### src/rtl/pc_ctrl.sv
// pc_ctrl -- next-PC and fetch-control generator for the 5-stage pipeline.
//
// Sits beside the pc register. It drives pc_in/pc_enable and reads the
// current PC back. It sequences:
//   - the reset boot,
//   - branch/jump redirects with a multi-cycle front-end flush,
//   - trapping of misaligned redirect targets,
//   - load-use stalls, with a watchdog on long stalls,
//   - halt.
// All outputs are combinational from registered state plus current inputs,
// so the pc register captures pc_next_o on the same rising edge.
//
// Ports:
//   clk_i            clock, all state updates on the rising edge
//   rst_i            synchronous active-high reset
//   pc_cur_i         current PC from the pc register (read only)
//   stall_req_i      load-use hazard: hold IF and IF/ID, bubble ID/EX
//   redirect_valid_i branch taken / jump resolved in EX
//   redirect_pc_i    redirect target
//   halt_req_i       ecall/ebreak retired, stop fetch
//   pc_next_o        to pc register pc_in
//   pc_enable_o      to pc register pc_enable
//   stall_if_id_o    hold IF/ID register
//   flush_if_id_o    clear IF/ID to NOP
//   flush_id_ex_o    clear ID/EX to NOP
//   misalign_err_o   one-cycle pulse when a misaligned redirect is trapped
//   hang_err_o       sticky, the stall run reached MAX_STALL cycles
//   halted_o         core halted
module pc_ctrl #(
    parameter logic [31:0] RESET_PC     = 32'h0000_0000,
    parameter logic [31:0] TRAP_PC      = 32'h0000_0010,
    parameter int          FLUSH_CYCLES = 1,   // 1..15
    parameter int          MAX_STALL    = 16   // 2..255
) (
    input  logic        clk_i,
    input  logic        rst_i,
    input  logic [31:0] pc_cur_i,
    input  logic        stall_req_i,
    input  logic        redirect_valid_i,
    input  logic [31:0] redirect_pc_i,
    input  logic        halt_req_i,
    output logic [31:0] pc_next_o,
    output logic        pc_enable_o,
    output logic        stall_if_id_o,
    output logic        flush_if_id_o,
    output logic        flush_id_ex_o,
    output logic        misalign_err_o,
    output logic        hang_err_o,
    output logic        halted_o
);

    typedef enum logic [1:0] {
        S_BOOT  = 2'd0,
        S_RUN   = 2'd1,
        S_FLUSH = 2'd2,
        S_HALT  = 2'd3
    } state_t;

    localparam logic [3:0] FLUSH_RELOAD = 4'(FLUSH_CYCLES - 1);
    localparam logic [7:0] STALL_LIMIT  = 8'(MAX_STALL - 1);

    state_t      state_q, state_d;
    logic [3:0]  flush_cnt_q, flush_cnt_d;
    logic [7:0]  stall_cnt_q, stall_cnt_d;
    logic        hang_q, hang_d;

    logic [31:0] pc_seq;
    logic        redir_misaligned;
    logic        active;      // RUN or FLUSH: the states that honour halt/redirect
    logic        stall_win;   // a stall actually takes effect this cycle
    logic        hang_hit;    // this stall cycle is the MAX_STALL-th in a row

    assign pc_seq           = pc_cur_i + 32'd4;   // wraps mod 2^32
    assign redir_misaligned = (redirect_pc_i[1:0] != 2'b00);
    assign active           = (state_q == S_RUN) || (state_q == S_FLUSH);
    // Stalls are ignored in FLUSH: the stages they refer to are being squashed.
    assign stall_win        = (state_q == S_RUN) && !halt_req_i &&
                              !redirect_valid_i && stall_req_i;
    assign hang_hit         = stall_win && (stall_cnt_q == STALL_LIMIT);

    // ------------------------------------------------------------------
    // State register
    // ------------------------------------------------------------------
    always_ff @(posedge clk_i) begin
        if (rst_i) begin
            state_q     <= S_BOOT;
            flush_cnt_q <= 4'd0;
            stall_cnt_q <= 8'd0;
            hang_q      <= 1'b0;
        end else begin
            state_q     <= state_d;
            flush_cnt_q <= flush_cnt_d;
            stall_cnt_q <= stall_cnt_d;
            hang_q      <= hang_d;
        end
    end

    // ------------------------------------------------------------------
    // Next-state logic
    // ------------------------------------------------------------------
    always_comb begin
        state_d     = state_q;
        flush_cnt_d = flush_cnt_q;
        stall_cnt_d = 8'd0;          // any non-stall cycle breaks the run
        hang_d      = hang_q | hang_hit;

        unique case (state_q)
            S_BOOT: begin
                state_d = S_RUN;
            end
            S_RUN, S_FLUSH: begin
                if (halt_req_i) begin
                    state_d = S_HALT;
                end else if (redirect_valid_i) begin
                    // A redirect restarts the flush window even mid-flush.
                    if (FLUSH_CYCLES > 1) begin
                        flush_cnt_d = FLUSH_RELOAD;
                        state_d     = S_FLUSH;
                    end else begin
                        state_d = S_RUN;
                    end
                end else if (state_q == S_FLUSH) begin
                    flush_cnt_d = flush_cnt_q - 4'd1;
                    if (flush_cnt_q == 4'd1) begin
                        state_d = S_RUN;
                    end
                end else if (stall_req_i) begin
                    stall_cnt_d = (stall_cnt_q == 8'hFF) ? 8'hFF
                                                         : stall_cnt_q + 8'd1;
                end
            end
            S_HALT: begin
                state_d = S_HALT;
            end
            default: begin
                state_d = S_BOOT;
            end
        endcase
    end

    // ------------------------------------------------------------------
    // Output logic
    // ------------------------------------------------------------------
    always_comb begin
        pc_next_o      = pc_seq;
        pc_enable_o    = 1'b1;
        stall_if_id_o  = 1'b0;
        flush_if_id_o  = 1'b0;
        flush_id_ex_o  = 1'b0;
        misalign_err_o = 1'b0;
        halted_o       = 1'b0;
        // The flag is registered, but the cycle that trips it reports at once.
        hang_err_o     = hang_q | hang_hit;

        if (rst_i) begin
            pc_next_o     = RESET_PC;
            pc_enable_o   = 1'b0;
            flush_if_id_o = 1'b1;
            flush_id_ex_o = 1'b1;
            hang_err_o    = 1'b0;
        end else begin
            unique case (state_q)
                S_BOOT: begin
                    pc_next_o     = RESET_PC;
                    flush_if_id_o = 1'b1;
                    flush_id_ex_o = 1'b1;
                end
                S_RUN, S_FLUSH: begin
                    if (halt_req_i) begin
                        pc_enable_o   = 1'b0;
                        flush_if_id_o = 1'b1;
                        flush_id_ex_o = 1'b1;
                    end else if (redirect_valid_i) begin
                        pc_next_o      = redir_misaligned ? TRAP_PC : redirect_pc_i;
                        misalign_err_o = redir_misaligned;
                        flush_if_id_o  = 1'b1;
                        flush_id_ex_o  = 1'b1;
                    end else if (state_q == S_FLUSH) begin
                        flush_if_id_o = 1'b1;
                        flush_id_ex_o = 1'b1;
                    end else if (stall_req_i) begin
                        // Hold fetch and IF/ID, inject a bubble into ID/EX.
                        pc_enable_o   = 1'b0;
                        stall_if_id_o = 1'b1;
                        flush_id_ex_o = 1'b1;
                    end
                end
                S_HALT: begin
                    pc_next_o     = pc_cur_i;
                    pc_enable_o   = 1'b0;
                    flush_if_id_o = 1'b1;
                    flush_id_ex_o = 1'b1;
                    halted_o      = 1'b1;
                end
                default: begin
                    pc_next_o = RESET_PC;
                end
            endcase
        end
    end

endmodule
### config.mk
export PLATFORM = sky130hd
export DESIGN_NAME = pc_ctrl
export DESIGN_NICKNAME = d
export VERILOG_FILES = /design/src/rtl/pc_ctrl.sv
export SDC_FILE = /design/constraint.sdc
export NUM_CORES = 1
export LEC_CHECK = 0
export BUFFER_PORTS_ARGS = -buffer_cell sky130_fd_sc_hd__buf_2
export CORE_ASPECT_RATIO = 1.4
export CORE_MARGIN = 1.5
export CORE_UTILIZATION = 42
export DETAILED_ROUTE_END_ITERATION = 16
export PLACE_DENSITY = 0.89
export SYNTH_ARGS = -nofsm -noshare
export SYNTH_HDL_FRONTEND = slang
export SYNTH_SLANG_ARGS = --single-unit
### constraint.sdc
create_clock -name clk_i -period 1.9 [get_ports clk_i]
set_clock_uncertainty 0.15 [all_clocks]
set_input_delay 0.19 -clock clk_i [delete_from_list [all_inputs] [get_ports clk_i]]
set_output_delay 0.19 -clock clk_i [all_outputs]
set_load 0.005 [all_outputs]
## Yosys cells after proc, flatten, opt, wreduce, memory -nomap -nowiden

Cells that the tools add are included.

| storage, ports and cells | value |
|---|---|
| flip-flop bits (word level) | 15 |
| input port bits | 69 |
| output and inout port bits | 39 |
| word-level logic and storage cells | 73 |

| cells by class | value |
|---|---|
| $add $sub $neg | 3 |
| eq/ne operators | 8 |
| mux-type cells | 40 |
| bitwise logic cells | 5 |
| reduce and logical (&&, ||, !) cells | 13 |

Operators with widths:

| cell | number |
|---|---|
| 32-bit two-way mux | 4 |
| 32-bit one-hot mux with 3 select lines | 1 |
| 32-bit by 3-bit adder with 32-bit output (second input constant) | 1 |
| 1-bit two-way mux | 26 |
| 8-bit by 1-bit adder with 8-bit output (second input constant) | 1 |
| 8-bit by 4-bit == test with 1-bit output (second input constant) | 1 |
| 8-bit == test (second input constant) | 1 |
| 2-bit two-way mux | 4 |
| 8-bit two-way mux | 1 |
| 4-bit inequality test (second input constant) | 2 |
| 1-bit one-hot mux with 2 select lines | 3 |
| 2-bit one-hot mux with 3 select lines | 1 |
| 6-bit OR reduction | 1 |
| 2-bit == test (second input constant) | 2 |
| 4-bit by 1-bit == test with 1-bit output (second input constant) | 1 |
| 1-bit logical AND | 4 |
| 1-bit inverter | 4 |
| 4-bit AND reduction | 1 |
| 2-bit OR reduction | 2 |
| 4-bit by 1-bit subtractor with 4-bit output (second input constant) | 1 |
| 2-bit by 1-bit == test with 1-bit output (second input constant) | 1 |
| 1-bit zero test | 2 |
| 2-bit zero test | 1 |
| 2-bit AND reduction | 1 |
| other kinds (2) | 2 |

## Logic depth before layout (Yosys ltp)

Gate-level depths: netlist of the first run.

| depth | value |
|---|---|
| depth after elaboration | 7 |
| depth in mapped cells | 7 |
| depth with buffers taken out | 7 |

## Worst setup path before layout of the first run

No wires, ideal clock.

| timing path | value |
|---|---|
| path kind | register to output |
| start point | register state_q[1] |
| end point | output port pc_next_o[12] |
| arrival time | 1.717 ns |
| data required time | 1.560 ns |
| slack | -0.157 ns |
| cell stages (with the launch flop) | 7 |
| path buffers | 1 |
| path through | dfxtp_1 inv_1 ha_1 nand2_1 clkbuf_1 or4_1 a31oi_1 |

| on the way | value |
|---|---|
| cells in the longest elaborated chain, start to end | 4 |
| elaborated cells on any way between the ends | 7 |
| classes of those cells | eq/ne: 3; mux: 2; reduce/logical: 2 |

Ends and longest elaborated chain:

| item | RTL line | text |
|---|---|---|
| start, declared | 62 | `state_t state_q, state_d;` |
| start signal, assigned | 91 | `state_q <= state_d;` |
| 2-bit by 1-bit == test with 1-bit output or 2-bit == test (tied branches) | 162 | `unique case (state_q)` |
| 2-bit OR reduction | 162 |  |
| 32-bit one-hot mux with 3 select lines * | 162 |  |
| 32-bit two-way mux * | 155 | `if (rst_i) begin` |
| end, declared | 42 | `output logic [31:0] pc_next_o,` |

Every way passes the cells marked *; elsewhere a longest branch is shown, timed or not.

## Worst setup path in the final report of the first run

| timing path | value |
|---|---|
| start point | register state_q[1] |
| end point | output port pc_next_o[18] |

Same word-level chain as after synthesis.

==> run metrics, run 1 <==
Startpoint Class register; area of the die 5360 sq um; Netlist cell types 48; total power 1.27 mW; synthesized net count 369; Pwr Density 328 nW/um^2; initial antenna violation count 1; static leakage ~1.7 nW; Global Route met1 Usage 0.307; CP arrival 1.96 ns; crit path capture type output port; final hold violation count 0; FFs w/ async S/R, synth 0; Netlist Area Pre-Place 2070 sq um; grt ovf 0; TritonRoute pass-1 iters 8; post-route insts no fill 530; YS warnings 0; FP Rows 30; setup_tns -9.76 ns; Worst-path clk slew 0.06 ns; total wire length 12.6 mm; status finished with violations; failing checks negative setup slack; H-tree levels 1; Post-DP HPWL 6.10 mm; cell area after layout 3870 sq um; via count 3676; internal power slightly below 800 uW; clock tree sinks 15; CTS root buffer clkbuf_8; Placed Instance Area 3080 sq um; Combinational Power Share 0.539; ys flop type dfxtp_1; Crit Path Category reg2out; Starting DRT DRC Count 784; IO buf count between 100 and 150; Seq/Total Area, Yosys 0.145; Slew Limit Fails 0; Final Core Density 0.805; routing usage on met2 0.645; Die Span X 62.3 microns; Initial Util 0.430; Final setup viols 36; Min Hold Slack roughly 0.17 ns; GRT Max-Usage Layer met2; synth top area cells dfxtp_1 15%, xor2_1 7.2%, a22oi_1 5.4%; CTS Buffer Depth 2; flops & latches, synth 15; Mapped Cells 291; routed len/inst between 20 and 25 microns; largest net degree at the start of global routing 24; number of global-route vias before repair 3211; cts hold-fix bufs 0; fin crit share 1.21; layout cells sized above 1 0.600; I/O Pins 108; Flop pwr share 0.254; CTS Buf Count 3; NumNets Final between 500 and 600; vias per cell around 6.9; Slew @ Worst Pin 0.550 ns; Rel. slew slack 0.630; min-delay src rst_i; final worst slack -0.404 ns; most common library cells after synthesis 26 x nor2_1, 22 x nand2_1, 19 x a21oi_1; Synth top area share 0.145; CTS tree done; final worst path period need 2.30 ns; post-synthesis average cell area about 7.1 sq um; worst hold path class in2reg; R2R Setup Slk ~0.020 ns; Switching Share 0.381; Peak VDD IR 410 uV; Die Y 86.0 microns; critical path fanouts, max 5; area delta synth->final 87.1%; Psw 482 uW; Clk network pwr share 0.206; Post-synth EDFFs 0; max-cap violation count 0; Post-DRT Antenna Nets 0; WP data required 1.56 ns; GRT met3 Usage 0.0801; first-pass GRT wire length 14.8 mm; DP Cell Count approximately 500; most frequent cell after synthesis nor2_1; cell taking the most area after synthesis dfxtp_1; fmax 0.434 GHz; unrepaired setup endpoints after global routing yes; GRT Total Usage 0.340; pre-CTS setup slack -0.138 ns; Post-route DRC 0; worst r2r src state_q[1]; Core ar. between 4000 and 5000 sq um; clk_lat worst skew 0.25 ns; crit path launch state_q[1]; placer congestion estimate 0.939
[flip-flops by register name, summed over array words and instances (netlist names)]
name,cells
stall_cnt_q,8
hang_q,1
state_q,2
flush_cnt_q,4
[path summary, 6_finish.rpt]
path | depth (start not counted) | to
setup / recovery | 7 | pc_next_o[18]
hold / removal | 3 | state_q[1]
setup reg to reg | 9 | stall_cnt_q[5]
hold reg to reg | 1 | stall_cnt_q[0]
[critical path, cell delays in order (launching register included)]
cell     delay [ns]
dfxtp_2        0.34
inv_2          0.05
ha_4           0.31
nand2_4        0.09
buf_6          0.13
or4_4          0.44
a31oi_1        0.18
buf_2          0.15
[layout by cell type, fill, tap and decap left out, types with 10 or more instances in the layout]
cell type / count
a21oi_1: 11
a31oi_1: 10
xor2_1: 17
nand4_1: 10
nand2_1: 16
buf_6: 16
buf_2: 106
nor2_1: 21
buf_4: 59
dfxtp_1: 12
nand3_1: 13
a22oi_2: 15
[repair_timing]
| item | CTS | global route |
|---|---|---|
| hold endpoints to repair | 0 | 0 |
| gates resized for setup | 52 | 64 |
| setup endpoints to repair | 45 | 47 |
| gates cloned | 2 | 4 |
| pin swaps | 18 | 52 |
| buffers inserted | 7 | 11 |
[cell type report]
class / count / area, sq um
inverter: 10 / 37.5
sequential: 15 / 304
multi-input combinational: 246 / 2060
fill: 261 / 937
clock buffer: 3 / 41.3
timing repair buffer: 190 / 1340
tap: 64 / 80.1
antenna: 1 / 2.50
clock inverter: 1 / 5.00
[routing by layer]
metal | up-vias | share of wire
li1 | 1444 | -
met1 | 1623 | 0.30
met2 | 410 | 0.44
met3 | 199 | 0.13
met4 | 0 | 0.13
met5 | - | 0
[power by group through the flow]
stage	Clock, mW	Sequential (mW)	Combinational, mW
2_1_floorplan	0	0.328	0.194
3_3_place_gp	0	0.327	0.435
3_5_place_dp	0	0.327	0.449
4_1_cts	0.264	0.321	0.536
5_1_grt	0.277	0.322	0.706
6_report	0.262	0.322	0.683
[cells by family (layout without fill, tap and decap cells)]
kind of cell	after synthesis	in the layout	share of synthesized area
adder cells (fa/ha/maj)	9	9	0.0545
AND/OR/NAND/NOR	130	130	0.361
buffers and inverters	30	204	0.0690
XOR/XNOR	23	23	0.0975
multiplexers	3	3	0.0145
other	0	1	0
flip-flops	15	15	0.145
AO/OA/AOI/OAI	81	81	0.258
Power figures use the tool's default switching activity.
==> inputs of run 2 (changes only) <==
CORE_MARGIN = default   (was 1.5)
==> run metrics, run 2 (same netlist as run 1, synthesis figures left out) <==
Clk network pwr share 0.228 (+0.022); first-pass GRT wire length 11.2 mm (-24%); Post-route DRC 0 (unchanged); setup_tns -8.06 ns (+1.70 ns); Final Core Density 0.765 (-0.0404); fmax 0.447 GHz (+2.9%); Die Span X 61.3 microns (-1.6%); worst hold path class in2reg; via count 3315 (-9.8%); IO buf count 107 (unchanged); clock tree sinks 15 (unchanged); initial antenna violation count 0 (-1); Switching Share 0.362 (-0.0190); unrepaired setup endpoints after global routing yes; CTS root buffer clkbuf_8; area delta synth->final 71.8%; area of the die 5210 sq um (-2.7%); final worst slack -0.338 ns (+0.0660 ns); Worst-path clk slew 0.06 ns (about the same); total wire length 9.82 mm (-22%); DP Cell Count 502 (-0.40%); Biggest register stall_cnt_q; routed len/inst 19.0 microns (-20%); Crit Path Category reg2out; CTS Buffer Depth 2 (unchanged); cell family with most CP delay simple AND/OR/NAND/NOR gates; max-cap violation count 0 (unchanged); GRT Total Usage 0.273 (-0.0671); Starting DRT DRC Count 783 (-0.13%); TritonRoute pass-1 iters 11 (+3); Worst Path Buf+Inv 2 (-1); Rel. slew slack 0.728 (+0.0982); Final setup viols 36 (unchanged); layout cells sized above 1 0.520 (-0.0802); Slew Limit Fails 0 (unchanged); static leakage 1.59 nW (-6.2%); FF+latch area 303 sq um (-0.41%); clk_lat worst skew 0.25 ns (about the same); multi-input logic area 1890 sq um (-8.4%); # diodes 0 (-1); pre-CTS setup slack -0.143 ns (-0.00467 ns); CTS Buf Count 3 (unchanged); fin crit share 1.18 (-0.0347); Startpoint Class register; final worst path period need 2.24 ns (-0.0660 ns); largest net degree at the start of global routing 23 (-4.2%); Pwr Density 329 nW/um^2 (+0.42%); internal power 746 uW (-5.0%); Slew @ Worst Pin 0.404 ns (-0.146 ns); I/O Pins 108 (unchanged); WP data required 1.56 ns (about the same); final hold violation count 0 (unchanged); Die Y 85.0 microns (-1.2%); Combinational Power Share 0.496 (-0.043); commonest non-fill, non-tap cell in the layout buf_2; critical path fanouts, max 6 (+1); Post-DP HPWL 5.76 mm (-5.5%); Initial Util 0.445 (+0.0148); Cell Chain, Critical Path inv_2 > ha_4 > nand2_4 > or4_4 > a31oi_1 > buf_2; CP max-delay cell or4_4; vias per cell 6.42 (-7.4%); NumNets Final 533 (-2.0%); top flop regs stall_cnt_q (8), flush_cnt_q (4), state_q (2); number of global-route vias before repair 2668 (-17%); grt ovf 0 (unchanged); R2R Setup Slk 0.01 ns (about the same); placer congestion estimate 0.971 (+3.4%); Core ar. 4640 sq um (-3.3%); status finished with violations; Peak VDD IR 543 uV (+33%); most frequent cells in the layout 106 x buf_2, 54 x buf_4, 23 x nor2_1, 19 x nand2_1, 17 x xor2_1; CTS tree done; post-route insts no fill 516 (-2.6%); Flop pwr share 0.276 (+0.022); CP arrival 1.90 ns (-0.06 ns); max FFs per register 8 (unchanged); FP Rows 29 (-3.3%); Psw 422 uW (-12%); crit path capture type output port; Post-DRT Antenna Nets 0 (unchanged); failing checks negative setup slack; FILL cells 308 (+18%); Worst path max stage delay 0.53 ns (+0.09 ns); H-tree levels 1 (unchanged)
run 2: worst paths after layout:
path                                      from              to  depth (start not counted)
worst max register to register  flush_cnt_q[1]      state_q[1]                          7
worst min-delay path               stall_req_i  stall_cnt_q[7]                          4
worst max-delay path                state_q[1]   pc_next_o[18]                          6
worst min register to register  stall_cnt_q[0]  stall_cnt_q[0]                          1
run 2: power by group through the flow:
stage / clock network (mW) / logic (mW) / registers (mW)
finish: 0.267 / 0.579 / 0.322
global route: 0.281 / 0.609 / 0.322
CTS: 0.259 / 0.487 / 0.322
detailed placement: 0 / 0.449 / 0.328
global placement: 0 / 0.437 / 0.327
floorplan: 0 / 0.194 / 0.328
run 2: routing by layer:
metal  up-vias  wire length [microns]  GRT usage
met1      1487                   3480      0.287
met2       322                   4770      0.517
met5         -                      0          0
met3        84                   1060     0.0290
met4         0                    518      0.112
li1       1422                      -          -
run 2: what timing repair did:
item | in CTS | in global routing
resized for setup | 29 | 45
endpoints found under the setup margin | 43 | 46
hold buffers | 1 | 0
pin swaps | 13 | 21
endpoints found under the hold margin | 1 | 0
cloned | 1 | 3
buffers inserted | 1 | 6
run 2: worst reg2reg max path, delay by kind of cell (launching register included):
kind,cells,cell delay [ns]
simple gates,3,0.83
flops,1,0.33
compound gates,2,0.29
fa+ha+maj,1,0.14
buf+inv,1,0.08
run 2: layout make-up:
class                   instances  area share
clock inverters                 1     0.00141
well taps                      62      0.0218
clock buffers                   3      0.0116
flip-flops and latches         15      0.0853
inverters                      10      0.0106
repair buffers                179       0.338
multi-input cells             246       0.531
run 2: through the flow:
stage	hold WS [ns]	instance area, sq um	total power [mW]
after floorplan	0.236	2090	0.522
after global placement	0.241	3080	0.764
after CTS	0.175	3280	1.07
after detailed placement	0.244	3080	0.777
final	0.169	3550	1.17
after global routing	0.201	3550	1.21
==> inputs of run 3 (changes only) <==
PLACE_DENSITY = 0.83   (was 0.89)
==> run metrics, run 3 (same netlist as run 1, synthesis figures left out) <==
Final setup viols 34 (-5.6%); unrepaired setup endpoints after global routing yes; clock tree sinks 15 (unchanged); NumNets Final 536 (+0.56%); layout cells sized above 1 0.554 (+0.0338); area of the die 5210 sq um (unchanged); H-tree levels 1 (unchanged); routing usage on met2 0.574 (+0.0573); CTS tree done; max-cap violation count 0 (unchanged); I/O Pins 108 (unchanged); initial antenna violation count 0 (unchanged); Startpoint Class register; Die Y 85.0 microns (unchanged); Rel. slew slack 0.742 (+0.0138); Reg2Reg Depth 9 (+2); TritonRoute pass-1 iters 5 (-6); crit path capture type output port; Hold Path Depth 3 (-1); pre-CTS setup slack -0.0916 ns (+0.0510 ns); final worst slack -0.258 ns (+0.0807 ns); # diodes 0 (unchanged); critical path fanouts, max 8 (+2); Placed Instance Area 3040 sq um (-1.2%); most frequent cells in the layout 106 x buf_2, 56 x buf_4, 22 x nor2_1, 20 x nand2_1, 17 x xor2_1; placer congestion estimate 0.932 (-4.0%); CTS Buf Count 3 (unchanged); Min Hold Slack 0.179 ns (+0.00989 ns); Worst-path clk slew 0.06 ns (about the same); Biggest register stall_cnt_q; Starting DRT DRC Count 516 (-34%); grt ovf 0 (unchanged); max FFs per register 8 (unchanged); number of global-route vias before repair 2989 (+12%); GRT Max-Usage Layer met2; Pwr Density 323 nW/um^2 (-1.9%); WHS Endpoint state_q[1]; Global Route met1 Usage 0.324 (+0.0367); GRT Total Usage 0.316 (+0.0436); CP arrival 1.82 ns (-0.08 ns); final hold violation count 0 (unchanged); vias per cell 6.12 (-4.8%); FP Rows 29 (unchanged); Post-route DRC 0 (unchanged); Peak VDD IR 640 uV (+18%); fmax 0.463 GHz (+3.7%); total power 1.17 mW (+0.39%); Slew Limit Fails 0 (unchanged); Crit Path Category reg2out; min-delay src rst_i; largest net degree at the start of global routing 16 (-30%); via count 3174 (-4.3%); final worst path period need 2.16 ns (-0.0806 ns); total wire length 8.95 mm (-8.8%); R2R Setup Slk 0.04 ns (+0.03 ns); Initial Util 0.445 (unchanged); first-pass GRT wire length 12.9 mm (+15%); clk_lat worst skew 0.25 ns (about the same); Critical R2R Capture stall_cnt_q[3]; GRT met3 Usage 0.0701 (+0.0412); cts hold-fix bufs 0 (-1); top flop regs stall_cnt_q (8), flush_cnt_q (4), state_q (2); CTS Buffer Depth 2 (unchanged); Die Span X 61.3 microns (unchanged); IO buf count 107 (unchanged); status finished with violations; Final Core Density 0.782 (+0.0175); static leakage 1.62 nW (+2.1%); Slew @ Worst Pin 0.384 ns (-0.0205 ns); WP data required 1.56 ns (about the same); fin crit share 1.14 (-0.0424); Core ar. 4640 sq um (unchanged); cell area after layout 3630 sq um (+2.3%); Post-DRT Antenna Nets 0 (unchanged); routed len/inst 17.3 microns (-9.4%); CTS root buffer clkbuf_8; commonest non-fill, non-tap cell in the layout buf_2; worst hold path class in2reg; failing checks negative setup slack; Post-DP HPWL 5.46 mm (-5.2%); area delta synth->final 75.7%; worst r2r src state_q[1]
## run 3: routing by layer
layer	wire length, microns	up-vias
li1	-	1431
met1	3120	1460
met2	4510	220
met3	851	63
met4	467	0
met5	0	-
## run 3: worst max-delay path: stages, from the launching register on
cell and delay [ns]:
dfxtp_2 0.35, inv_2 0.06, ha_4 0.29, and4b_2 0.31, buf_8 0.17, a22oi_2 0.07
o22ai_1 0.18, buf_2 0.15
## run 3: through the flow
step | setup TNS [ns] | instances
CTS | -5.64 | 516
detailed placement | -1.16 | 497
global route | -8.51 | 519
global placement | -0.333 | 497
floorplan | -0.0800 | 291
finish | -5.93 | 519
## run 3: cell type report
cell class | count | area, sq um
Sequential cell | 15 | 304
Fill cell | 308 | 1010
Clock inverter | 1 | 5.00
Inverter | 10 | 37.5
Clock buffer | 3 | 41.3
Timing Repair Buffer | 182 | 1240
Multi-Input combinational cell | 246 | 1920
Tap cell | 62 | 77.6
## run 3: worst max-delay path by stage
stage | start | endpoint | slack, ns | cells after the start
detailed placement | state_q[0] | stall_cnt_q[1] | -0.09 | 8
global placement | pc_cur_i[2] | pc_next_o[12] | -0.07 | 7
CTS | state_q[1] | pc_next_o[12] | -0.22 | 7
finish | state_q[1] | pc_next_o[20] | -0.26 | 7
floorplan | state_q[1] | pc_next_o[12] | -0.08 | 6
global route | state_q[1] | pc_next_o[20] | -0.33 | 7
## run 3: timing repair
action	in CTS	in global routing
hold endpoints to repair	0	0
endpoints found under the setup margin	45	47
setup buffers	13	4
pin swaps	32	44
gates resized for setup	50	45
gates cloned	3	0
## run 3: power by group
| part | leakage, nW | internal, mW | switching [mW] |
|---|---|---|---|
| registers | 0.122 | 0.319 | 0.00301 |
| logic | 1.48 | 0.299 | 0.296 |
| clock network | 0.0255 | 0.145 | 0.110 |
